`src/rtl/shared_dcache_pkg.sv`:
```
// Shared definitions for the data-cache arbiter: memory opcodes, FSM states
// and the memory-instruction decode helper.
package shared_dcache_pkg;

  localparam int          OP_W = 11;
  localparam logic [10:0] LDUR = 11'b11111000010;
  localparam logic [10:0] STUR = 11'b11111000000;

  typedef enum logic [1:0] {
    IDLE = 2'd0,
    BUSY = 2'd1,
    DONE = 2'd2
  } arb_state_t;

  function automatic logic is_mem_op(input logic [OP_W-1:0] opcode);
    return (opcode == LDUR) || (opcode == STUR);
  endfunction

endpackage

```
`src/rtl/shared_dcache_arbiter_rr_picker.sv`:
```
// Combinational round-robin find-first: first set bit of req scanning upward
// from ptr with wrap-around.
module rr_picker #(
  parameter int NUM_PORTS = 2,
  parameter int GRANT_W   = 1
) (
  input  logic [NUM_PORTS-1:0] req,
  input  logic [GRANT_W-1:0]   ptr,
  output logic                 valid,
  output logic [GRANT_W-1:0]   idx
);

  logic [2*NUM_PORTS-1:0] rotated;
  int                     sum;

  // Rotating a doubled copy puts port ptr at bit 0, so the scan uses constant indices.
  always_comb begin
    rotated = {req, req} >> ptr;
    valid   = 1'b0;
    idx     = '0;
    sum     = 0;
    for (int off = NUM_PORTS - 1; off >= 0; off--) begin
      if (rotated[off]) begin
        sum = int'(ptr) + off;
        if (sum >= NUM_PORTS) sum = sum - NUM_PORTS;
        valid = 1'b1;
        idx   = GRANT_W'(sum);
      end
    end
  end

endmodule

```
`src/rtl/shared_dcache_arbiter.sv`:
```
// N-port round-robin arbiter between processor MEM stages and a multi-cycle data cache.
// Optional saturating performance counters are enabled with SHARED_DCACHE_ARB_PERF_CNT_EN.
module shared_dcache_arbiter
  import shared_dcache_pkg::*;
#(
  parameter  int NUM_PORTS = 2,
  parameter  int ADDR_W    = 64,
  parameter  int DATA_W    = 64,
  parameter  int OPCODE_W  = 11,
  localparam int GRANT_W   = (NUM_PORTS > 1) ? $clog2(NUM_PORTS) : 1
) (
  input  logic                          clk,
  input  logic                          reset,
  input  logic [NUM_PORTS*OPCODE_W-1:0] port_opcode,
  input  logic [NUM_PORTS*ADDR_W-1:0]   port_addr,
  input  logic [NUM_PORTS*DATA_W-1:0]   port_wdata,
  output logic [NUM_PORTS-1:0]          port_enable,
  output logic [NUM_PORTS*DATA_W-1:0]   port_rdata,
  output logic                          cache_valid,
  output logic [OPCODE_W-1:0]           cache_opcode,
  output logic [ADDR_W-1:0]             cache_addr,
  output logic [DATA_W-1:0]             cache_wdata,
  input  logic [DATA_W-1:0]             cache_rdata,
  input  logic                          cache_ready,
  output logic [GRANT_W-1:0]            grant_id,
  output logic                          busy
`ifdef SHARED_DCACHE_ARB_PERF_CNT_EN
  ,
  output logic [NUM_PORTS*32-1:0]       perf_grants,
  output logic [NUM_PORTS*32-1:0]       perf_stall_cycles
`endif
);

  arb_state_t           state;
  logic [GRANT_W-1:0]   rr_ptr;
  logic [NUM_PORTS-1:0] mem_req;
  logic                 pick_valid;
  logic [GRANT_W-1:0]   pick_idx;
  logic [OPCODE_W-1:0]  sel_opcode;
  logic [ADDR_W-1:0]    sel_addr;
  logic [DATA_W-1:0]    sel_wdata;
  logic [DATA_W-1:0]    rdata_q [NUM_PORTS];

  always_comb begin
    mem_req = '0;
    for (int i = 0; i < NUM_PORTS; i++)
      mem_req[i] = is_mem_op(port_opcode[i*OPCODE_W +: OPCODE_W]);
  end

  rr_picker #(
    .NUM_PORTS (NUM_PORTS),
    .GRANT_W   (GRANT_W)
  ) u_picker (
    .req   (mem_req),
    .ptr   (rr_ptr),
    .valid (pick_valid),
    .idx   (pick_idx)
  );

  always_comb begin
    sel_opcode = '0;
    sel_addr   = '0;
    sel_wdata  = '0;
    for (int i = 0; i < NUM_PORTS; i++) begin
      if (pick_idx == GRANT_W'(i)) begin
        sel_opcode = port_opcode[i*OPCODE_W +: OPCODE_W];
        sel_addr   = port_addr[i*ADDR_W +: ADDR_W];
        sel_wdata  = port_wdata[i*DATA_W +: DATA_W];
      end
    end
  end

  always_ff @(posedge clk) begin
    if (reset) begin
      state        <= IDLE;
      rr_ptr       <= '0;
      grant_id     <= '0;
      cache_valid  <= 1'b0;
      cache_opcode <= '0;
      cache_addr   <= '0;
      cache_wdata  <= '0;
      for (int i = 0; i < NUM_PORTS; i++) rdata_q[i] <= '0;
    end else begin
      unique case (state)
        IDLE: begin
          if (pick_valid) begin
            grant_id     <= pick_idx;
            cache_opcode <= sel_opcode;
            cache_addr   <= sel_addr;
            cache_wdata  <= sel_wdata;
            cache_valid  <= 1'b1;
            state        <= BUSY;
          end
        end
        BUSY: begin
          if (cache_ready) begin
            if (cache_opcode == LDUR) begin
              for (int i = 0; i < NUM_PORTS; i++)
                if (grant_id == GRANT_W'(i)) rdata_q[i] <= cache_rdata;
            end
            rr_ptr      <= (grant_id == GRANT_W'(NUM_PORTS - 1)) ? '0 : grant_id + 1'b1;
            cache_valid <= 1'b0;
            state       <= DONE;
          end
        end
        // One idle cycle lets the granted core advance past its opcode before re-arbitration.
        DONE:    state <= IDLE;
        default: state <= IDLE;
      endcase
    end
  end

  always_comb begin
    port_enable = '0;
    if (!reset) begin
      for (int i = 0; i < NUM_PORTS; i++)
        port_enable[i] = ~mem_req[i] | ((state == DONE) && (grant_id == GRANT_W'(i)));
    end
  end

  assign busy = (state != IDLE);

  for (genvar g = 0; g < NUM_PORTS; g++) begin : g_rdata
    assign port_rdata[g*DATA_W +: DATA_W] = rdata_q[g];
  end

`ifdef SHARED_DCACHE_ARB_PERF_CNT_EN
  logic [31:0] grants_q [NUM_PORTS];
  logic [31:0] stalls_q [NUM_PORTS];

  always_ff @(posedge clk) begin
    if (reset) begin
      for (int i = 0; i < NUM_PORTS; i++) begin
        grants_q[i] <= '0;
        stalls_q[i] <= '0;
      end
    end else begin
      for (int i = 0; i < NUM_PORTS; i++) begin
        if ((state == IDLE) && pick_valid && (pick_idx == GRANT_W'(i)) && (grants_q[i] != 32'hFFFF_FFFF))
          grants_q[i] <= grants_q[i] + 32'd1;
        if (!port_enable[i] && (stalls_q[i] != 32'hFFFF_FFFF))
          stalls_q[i] <= stalls_q[i] + 32'd1;
      end
    end
  end

  for (genvar g = 0; g < NUM_PORTS; g++) begin : g_perf
    assign perf_grants[g*32 +: 32]       = grants_q[g];
    assign perf_stall_cycles[g*32 +: 32] = stalls_q[g];
  end
`endif

endmodule

```
`config.mk`:
```
export PLATFORM = sky130hd
export DESIGN_NAME = shared_dcache_arbiter
export DESIGN_NICKNAME = d
export VERILOG_FILES = /design/src/rtl/shared_dcache_pkg.sv /design/src/rtl/shared_dcache_arbiter_rr_picker.sv /design/src/rtl/shared_dcache_arbiter.sv
export SDC_FILE = /design/constraint.sdc
export NUM_CORES = 1
export LEC_CHECK = 0
export BUFFER_PORTS_ARGS = -buffer_cell sky130_fd_sc_hd__buf_4
export CORE_AREA = 3 3 238 240
export CTS_CLUSTER_DIAMETER = 80
export DETAILED_ROUTE_END_ITERATION = 10
export DIE_AREA = 0 0 241 243
export PLACE_DENSITY = 0.5
export SYNTH_ARGS = -nofsm -noshare
export SYNTH_HDL_FRONTEND = slang
export SYNTH_SLANG_ARGS = --single-unit
export TNS_END_PERCENT = 5
```
`constraint.sdc`:
```
create_clock -name clk -period 4.3 [get_ports clk]
set_input_delay 0.43 -clock clk [delete_from_list [all_inputs] [get_ports clk]]
set_output_delay 0.43 -clock clk [all_outputs]
set_load 0.01 [all_outputs]
```
==> results.py, run 1 <==
metrics = {
    "power_and_ir_drop": {
        "p_leak_uw": 0.00746,
        "power.internal_uw": 4860,
        "pwr-share-comb": 0.082,
        "netSwitchingPower_uw": 1420,
        "power_frac_seq": 0.445,
        "p_sw_frac": 0.226,
        "power.density_nw_per_um2": 355,
        "clkPwrFrac": 0.473,
        "vdd_drop_max_mv": 0.251,
        "power_uw": 6280,
    },
    "die": {
        "die_h_um": 243,
        "ios": 617,
        "dieWidth_um": 241,
        "rows": 86,
        "core_area_um2": 54900,
        "initial_core_util": 0.205,
        "die_area_um2": 58600,
    },
    "yosys": {
        "yosys_warnings": 0,
        "synth_cell_types": 36,
        "synth_edf_count": 128,
        "synth-async-reset-ratio": 0,
        "netlist_area_um2": 11200,
        "synth_nets": 1385,
        "synthCells": 1040,
        "ys_dominant_reg_cell": "dfxtp_1",
        "ys_ff_latch": 272,
        "seq_area_frac_synth": 0.598,
        "syn_avg_cell_area_um2": 10.8,
    },
    "clock_network": {
        "cts_root_buffer": "clkbuf_16",
        "cts_buffers": 35,
        "cts_setup_buffers": 0,
        "clock_sinks": 272,
        "cts_buffer_depth": 3,
        "clk_latency_ns": 0.53,
        "cts_resized": 0,
        "cts_hold_buf": 0,
        "h-tree-depth": 2,
        "clkTransAtPathRegs_ns": 0.06,
        "cts_tree": "built",
    },
    "drt": {
        "drtAntennaViolNets": 0,
        "drc_errors": 0,
        "wl_um": 53200,
        "via_per_inst": 4.93,
        "dr.first_iter.drc_count": 704,
        "dr.pass1.iters": 5,
        "vias": 11400,
        "wl_per_cell_um": 23.0,
    },
    "layout": {
        "drive_gt1_frac": 0.440,
        "fillCellCount": 5702,
        "layout-area-overhead-vs-synth_pct": 57.1,
        "final_net_count": 1925,
        "design_area_um2": 17700,
    },
    "global_routing": {
        "antenna_found_initial": 10,
        "grt_usage": 0.169,
        "grt_max_degree": 132,
        "overflow": 0,
        "grt_first_pass_wirelength_um": 75500,
        "first_global_vias": 11500,
    },
    "sta": {
        "fin_crit_sh": 0.642,
        "fmax_mhz": 363,
        "worstMarginPinSlew_ns": 1.00,
        "slew_headroom": 0.330,
        "tns_ns": 0,
        "final.min_clock_period_ns": 2.76,
        "hold_viol": 0,
        "rsz0062_at_grt": "false",
        "finalMaxSlewViolations": 0,
        "setup_violations": 0,
        "skew_ns": 0.00982,
    },
    "worst_setup_path": {
        "crit_required_ns": 4.51,
        "rrSetupSlack_ns": 1.54,
        "cp-end-kind": "flop",
        "critPathLaunchType": "flop",
        "crit_type": "reg2reg",
        "critPathMaxFanout": 37,
        "arrival_ns": 2.97,
    },
    "placed_design": {
        "port_buffers": 616,
        "routabilityCongestion": 0.808,
        "dpl_cell_area_um2": 16500,
        "dpl.hpwl_um": 36700,
    },
    "outcome": {
        "status": "completed",
    },
    "hold_path": {
        "hp-class": "in2reg",
    },
    "job": {
        "maxCapViolCount": 0,
    },
}
-- synth_stat cells, types with 2 or more instances --
cell type | count | area, µm²
a21oi_1 | 3 | 15.0
a31oi_1 | 130 | 813
and2_1 | 65 | 407
and3_1 | 6 | 37.5
and4b_1 | 2 | 20.0
buf_1 | 8 | 30.0
buf_2 | 22 | 110
clkbuf_1 | 107 | 402
dfxtp_1 | 144 | 2880
edfxtp_1 | 128 | 3840
nand2_1 | 3 | 11.3
nand3_1 | 2 | 10.0
nand4_1 | 130 | 813
nor2_1 | 7 | 26.3
nor4_1 | 2 | 12.5
nor4bb_1 | 2 | 20.0
o21a_1 | 5 | 37.5
o21ai_0 | 128 | 641
o31ai_1 | 129 | 968
-- kinds of logic (layout without fill, tap and decap cells) --
group	after synthesis	count (layout)	synth area share
AOI/OAI and AO/OA	399	399	0.223
DFF	272	272	0.598
and+or+nand+nor	229	229	0.129
other	0	5	0
buffers and inverters	140	703	0.0495
-- state kept, by name (all words and copies together), names as in the netlist --
register / count
rdata_q: 128
grant_id: 1
cache_wdata: 64
cache_opcode: 11
cache_addr: 64
rr_ptr: 1
cache_valid: 1
state: 2
-- per-stage QoR --
stage          setup slack [ns]  utilization  hold slack, ns  cells
6_report                   1.54        0.322           0.181   2312
5_1_grt                    1.34        0.322           0.162   2312
4_1_cts                    1.40        0.321           0.137   2307
3_5_place_dp               1.37        0.301           0.466   2247
3_3_place_gp               1.40        0.301           0.466   2247
2_1_floorplan              1.37            -           0.481   1040
-- worst max-delay path, stage by stage (launching register included) --
cell,delay (ns)
dfxtp_1,0.36
nand4_1,0.21
nor4_1,0.52
nand3_1,0.17
nand2_2,0.76
buf_4,0.40
-- layer usage --
| metal | global-route usage | up-vias | wire length [µm] |
|---|---|---|---|
| li1 | - | 5210 | - |
| met1 | 0.195 | 5530 | 20100 |
| met2 | 0.285 | 558 | 26000 |
| met3 | 0.0591 | 89 | 5330 |
| met4 | 0.0657 | 6 | 1720 |
| met5 | 0 | - | 41 |
-- worst paths after layout --
path,startpoint,to,cells after the start
max,cache_opcode[9],rdata_q[0][38],5
min,port_addr[74],cache_addr[10],3
max reg2reg,cache_opcode[9],rdata_q[0][38],5
min reg2reg,cache_valid,cache_valid,2
-- cells in the final DEF (no fill, tap or decap), types with 2 or more instances in the layout --
| cell | n |
|---|---|
| and2_1 | 64 |
| clkbuf_16 | 36 |
| diode_2 | 5 |
| nor4_1 | 2 |
| nand2_1 | 2 |
| buf_12 | 6 |
| nor2_1 | 7 |
| a21oi_1 | 3 |
| nor4bb_1 | 2 |
| bufinv_16 | 4 |
| clkinv_2 | 4 |
| o31ai_1 | 129 |
| nand4_1 | 130 |
| buf_4 | 635 |
| a31oi_1 | 130 |
| nor4_4 | 2 |
| or4_4 | 2 |
| o21ai_0 | 128 |
| edfxtp_1 | 128 |
| and3_1 | 5 |
| dfxtp_1 | 144 |
| inv_6 | 4 |
| clkinv_1 | 3 |
| o21a_1 | 5 |
| and4b_4 | 2 |
| clkbuf_1 | 7 |
-- final cells by class --
type                            count  area [µm²]  area share
Timing Repair Buffer              641        4890       0.277
Antenna cell                        5        12.5    0.000709
Clock buffer                       43         927      0.0525
Sequential cell                   272        6730       0.381
Tap cell                          704         881      0.0499
Clock inverter                     17         210      0.0119
Multi-Input combinational cell    628        4000       0.227
Inverter                            2        10.0    0.000567
-- power by group through the flow --
stage / logic, µW / registers, µW / clock network [µW]
after CTS: 522 / 2790 / 3070
after detailed placement: 520 / 2850 / 0
after floorplan: 88.0 / 2880 / 0
after global routing: 552 / 2800 / 3160
final: 514 / 2790 / 2970
after global placement: 521 / 2850 / 0
No activity file was read; power rests on OpenSTA's default activity.
==> inputs of run 2 (changes only) <==
--- a/config.mk
+++ b/config.mk
@@ -10,7 +10,7 @@
 export CTS_CLUSTER_DIAMETER = 80
 export DETAILED_ROUTE_END_ITERATION = 10
 export DIE_AREA = 0 0 241 243
-export PLACE_DENSITY = 0.5
+export PLACE_DENSITY = 0.51
 export SYNTH_ARGS = -nofsm -noshare
 export SYNTH_HDL_FRONTEND = slang
 export SYNTH_SLANG_ARGS = --single-unit
==> constraint.sdc (replaced) <==
create_clock -name clk -period 2.2 [get_ports clk]
set_input_delay 0.22 -clock clk [delete_from_list [all_inputs] [get_ports clk]]
set_output_delay 0.22 -clock clk [all_outputs]
set_load 0.01 [all_outputs]
==> results.py, run 2 (synthesized netlist as in run 1, its figures left out) <==
metrics = {
    "outcome": {
        "status": "completed",
    },
    "global_routing": {
        "grt_usage": 0.178,
        "grt_first_pass_wirelength_um": 81000,
        "grt_max_degree": 77,
        "first_global_vias": 13200,
        "overflow": 0,
        "antenna_found_initial": 7,
    },
    "layout": {
        "regMostFlops": "rdata_q",
        "final_net_count": 2253,
        "reg_top3": "rdata_q x128, cache_addr x64, cache_wdata x64",
        "multiInputGateArea_um2": 4010,
        "largest_reg_flops": 128,
        "design_area_um2": 21200,
        "layout-area-overhead-vs-synth_pct": 88.8,
        "drive_gt1_frac": 0.379,
        "fillCellCount": 5253,
        "layout_common_cells": "buf_4, dlygate4sd3_1, dfxtp_1",
        "final-seq-area_um2": 6730,
        "instances_no_fill": 2643,
        "mostFrequentLayoutCell": "buf_4",
    },
    "placed_design": {
        "port_buffers": 616,
        "dpl.hpwl_um": 37200,
        "routabilityCongestion": 0.842,
        "dpl_cell_area_um2": 17000,
        "dp_cells": 2272,
    },
    "clock_network": {
        "cts_buffer_depth": 3,
        "clkTransAtPathRegs_ns": 0.06,
        "h-tree-depth": 2,
        "cts_tree": "built",
        "clock_sinks": 272,
        "cts_root_buffer": "clkbuf_16",
        "clk_latency_ns": 0.53,
        "cts_buffers": 35,
    },
    "sta": {
        "finalMaxSlewViolations": 0,
        "final.min_clock_period_ns": 1.99,
        "fmax_mhz": 504,
        "tns_ns": 0,
        "setup_violations": 0,
        "fin_crit_sh": 0.903,
        "slew_headroom": 0.662,
        "hold_viol": 0,
        "rsz0062_at_grt": "false",
        "whs_ns": 0.0343,
        "skew_ns": 0.0211,
        "worstMarginPinSlew_ns": 0.505,
    },
    "drt": {
        "via_per_inst": 4.86,
        "wl_um": 55600,
        "drt-met1-wl_um": 20400,
        "vias": 12800,
        "wl_met3_um": 5240,
        "wl_met2_um": 27700,
        "wl_per_cell_um": 21.0,
        "top_layer": "met5",
        "dr.first_iter.drc_count": 721,
        "drc_errors": 0,
        "drtAntennaViolNets": 0,
        "dr.pass1.iters": 5,
    },
    "hold_path": {
        "hp-class": "in2reg",
    },
    "power_and_ir_drop": {
        "power_uw": 12700,
        "power.internal_uw": 9870,
        "power.density_nw_per_um2": 598,
        "vdd_drop_max_mv": 0.474,
        "p_sw_frac": 0.223,
        "netSwitchingPower_uw": 2830,
        "pwr-share-comb": 0.111,
        "clkPwrFrac": 0.464,
        "p_leak_uw": 0.00911,
        "power_frac_seq": 0.425,
    },
    "job": {
        "maxCapViolCount": 0,
    },
    "die": {
        "initial_core_util": 0.205,
        "rows": 86,
        "die_h_um": 243,
        "ios": 617,
        "core_area_um2": 54900,
        "die_area_um2": 58600,
        "dieWidth_um": 241,
    },
    "worst_setup_path": {
        "crit_path_max_incr_delay_ns": 0.43,
        "crit_type": "reg2reg",
        "crit_chain": "or2_2 > and4b_4 > buf_12 > o31ai_1 > a31oi_1",
        "crit_required_ns": 2.65,
        "critPathMaxFanout": 73,
        "cp-end-kind": "flop",
        "slowest_stage": "and4b_4",
        "arrival_ns": 2.43,
        "path_buf_inv": 1,
        "crit_family": "simple AND/OR/NAND/NOR gates",
        "critPathLaunchType": "flop",
    },
}
[run 2: cell types whose count changed in the layout (fill, tap and decap cells not counted), sizes merged]
cell / change
dlygate4sd3: +303
buf: +25
diode: +2
clkinv: +1
clkinvlp: +1
inv: -1
[run 2: timing repair]
| action | 4_1_cts | 5_1_grt |
|---|---|---|
| endpoints found under the hold margin | 233 | 0 |
| gates resized for setup | 0 | 0 |
| hold buffers | 303 | 0 |
| buffers inserted | 0 | 0 |
[run 2: power by group through the flow]
stage          clock, µW  combinational (µW)  sequential (µW)
3_5_place_dp           0                 944             5510
6_report            5900                1400             5400
4_1_cts             6080                1400             5400
3_3_place_gp           0                 947             5500
2_1_floorplan          0                 174             5550
5_1_grt             6250                1500             5400
[run 2: final timing paths]
path / from / to / slack, ns / depth (start not counted)
max: state[1] / cache_addr[4] / 0.21 / 5
max reg2reg: state[1] / cache_addr[4] / 0.21 / 5
min reg2reg: cache_valid / cache_valid / 0.47 / 2
min: cache_rdata[14] / rdata_q[0][78] / 0.03 / 2
[run 2: metal layers]
layer  global-route usage  up-vias
met4               0.0714        2
met1                0.201     6100
li1                     -     5878
met5                    0        -
met3               0.0566      131
met2                0.311      729
[run 2: stage by stage]
stage	setup WS, ns	util
after floorplan	0.115	-
after global placement	0.0587	0.310
after detailed placement	0.0712	0.310
after CTS	0.113	0.386
after global routing	0.0793	0.387
final	0.214	0.387
[run 2: layout make-up]
cell class | instances | area share
repair buffers | 969 | 0.396
flip-flops and latches | 272 | 0.317
multi-input cells | 628 | 0.189
clock buffers | 43 | 0.0451
well taps | 704 | 0.0415
clock inverters | 18 | 0.0106
diodes | 7 | 0.000825
inverters | 2 | 0.000472
==> inputs of run 3 (changes only) <==
--- a/config.mk
+++ b/config.mk
@@ -5,12 +5,12 @@
 export SDC_FILE = /design/constraint.sdc
 export NUM_CORES = 1
 export LEC_CHECK = 0
-export BUFFER_PORTS_ARGS = -buffer_cell sky130_fd_sc_hd__buf_4
-export CORE_AREA = 3 3 238 240
+export CORE_AREA = 3 3 239 241
 export CTS_CLUSTER_DIAMETER = 80
 export DETAILED_ROUTE_END_ITERATION = 10
-export DIE_AREA = 0 0 241 243
-export PLACE_DENSITY = 0.51
+export DIE_AREA = 0 0 242 244
+export DONT_BUFFER_PORTS = 1
+export PLACE_DENSITY = 0.41
 export SYNTH_ARGS = -nofsm -noshare
 export SYNTH_HDL_FRONTEND = slang
 export SYNTH_SLANG_ARGS = --single-unit
==> results.py, run 3 (synthesized netlist as in run 1, its figures left out) <==
metrics = {
    "clock_network": {
        "cts_buffers": 30,
        "h-tree-depth": 1,
        "cts_resized": 0,
        "cts_setup_buffers": 0,
        "cts_root_buffer": "clkbuf_16",
        "cts_buffer_depth": 3,
        "clk_latency_ns": 0.57,
        "clock_sinks": 272,
        "clkTransAtPathRegs_ns": 0.06,
        "cts_tree": "built",
    },
    "global_routing": {
        "grt_usage": 0.159,
        "grt_max_degree": 130,
        "first_global_vias": 10800,
        "overflow": 0,
        "grt_first_pass_wirelength_um": 73200,
        "antenna_found_initial": 8,
    },
    "sta": {
        "setup_violations": 0,
        "finalMaxSlewViolations": 0,
        "fin_crit_sh": 0.908,
        "tns_ns": 0,
        "worstMarginPinSlew_ns": 0.789,
        "slew_headroom": 0.474,
        "hold_viol": 0,
        "fmax_mhz": 501,
        "final.min_clock_period_ns": 2.00,
        "skew_ns": 0.0166,
        "rsz0062_at_grt": "false",
    },
    "worst_setup_path": {
        "critPathLaunchType": "flop",
        "crit_type": "reg2reg",
        "cp-end-kind": "flop",
        "worstReg2RegStart": "cache_opcode[1]",
        "arrival_ns": 2.42,
        "crit_start": "cache_opcode[1]",
        "reg2reg_depth": 6,
        "rrSetupSlack_ns": 0.20,
        "critPathMaxFanout": 56,
        "crit_required_ns": 2.62,
        "r2r_end": "rdata_q[0][111]",
        "setup.worst_path.end": "rdata_q[0][111]",
    },
    "layout": {
        "instances_no_fill": 2101,
        "largest_reg_flops": 128,
        "mostFrequentLayoutCell": "dlygate4sd3_1",
        "drive_gt1_frac": 0.0944,
        "final_net_count": 1669,
        "fin_util": 0.305,
        "layout-area-overhead-vs-synth_pct": 49.4,
        "layout_common_cells": "dlygate4sd3_1, dfxtp_1, nand4_1, a31oi_1, o31ai_1",
        "reg_top3": "rdata_q x128, cache_addr x64, cache_wdata x64",
        "regMostFlops": "rdata_q",
    },
    "placed_design": {
        "port_buffers": 0,
        "dpl.hpwl_um": 34100,
        "dp_cells": 1716,
        "routabilityCongestion": 0.841,
    },
    "die": {
        "rows": 86,
        "dieWidth_um": 242,
        "die_h_um": 244,
        "core_area_um2": 55100,
        "initial_core_util": 0.204,
        "die_area_um2": 59000,
        "ios": 617,
    },
    "drt": {
        "dr.first_iter.drc_count": 819,
        "wl_met3_um": 5000,
        "drt-met1-wl_um": 18900,
        "wl_met2_um": 25100,
        "drc_errors": 0,
        "wl_um": 50300,
        "dr.pass1.iters": 7,
        "drtAntennaViolNets": 0,
        "vias": 10800,
        "wl_per_cell_um": 23.9,
        "via_per_inst": 5.13,
        "top_layer": "met4",
    },
    "hold_path": {
        "hp-class": "in2reg",
    },
    "power_and_ir_drop": {
        "power.density_nw_per_um2": 702,
        "power_uw": 11800,
        "p_leak_uw": 0.00613,
        "vdd_drop_max_mv": 0.587,
    },
    "outcome": {
        "status": "completed",
    },
    "job": {
        "maxCapViolCount": 0,
    },
}
-- run 3: layout make-up --
class	instances	area, µm²
inverters	2	10.0
fillers	5609	38300
diodes	7	17.5
flip-flops and latches	272	6730
multi-input cells	628	4010
clock inverters	18	282
repair buffers	390	4000
well taps	748	936
clock buffers	36	805
-- run 3: critical path, stage by stage, from the launching register on --
cell	delay, ns
dfxtp_1	0.39
nor4bb_1	0.38
buf_4	0.18
and3_2	0.28
buf_12	0.24
buf_4	0.18
and2_1	0.15
-- run 3: worst min path at each step --
stage	startpoint	end	slack, ns	depth (start not counted)
after floorplan	port_wdata[74]	cache_wdata[10]	0.39	2
after global placement	reset	state[0]	0.31	1
after detailed placement	reset	state[0]	0.31	1
after CTS	reset	cache_wdata[6]	0.02	3
after global routing	reset	cache_wdata[8]	0.07	3
final	reset	cache_wdata[6]	0.05	3
-- run 3: per-layer routing --
metal | GRT usage | vias up
met5 | 0 | -
met4 | 0.0461 | 0
met3 | 0.0498 | 91
met2 | 0.279 | 784
met1 | 0.186 | 5207
li1 | - | 4706
-- run 3: metrics by stage --
step / cell area, µm² / worst slack, ns / hold slack, ns
after floorplan: 11200 / 0.115 / 0.388
after global placement: 12400 / 0.0454 / 0.309
after detailed placement: 12400 / 0.0615 / 0.307
after CTS: 16800 / 0.150 / 0.0203
after global routing: 16800 / 0.104 / 0.0671
final: 16800 / 0.203 / 0.0515
-- run 3: power breakdown --
group	internal, µW	switching, µW
logic	465	308
registers	5370	87.6
clock network	3420	2130
-- run 3: what timing repair did --
| action | in CTS | in global routing |
|---|---|---|
| hold buffers | 324 | 0 |
| endpoints found under the setup margin | 0 | 0 |
| hold endpoints to repair | 262 | 0 |
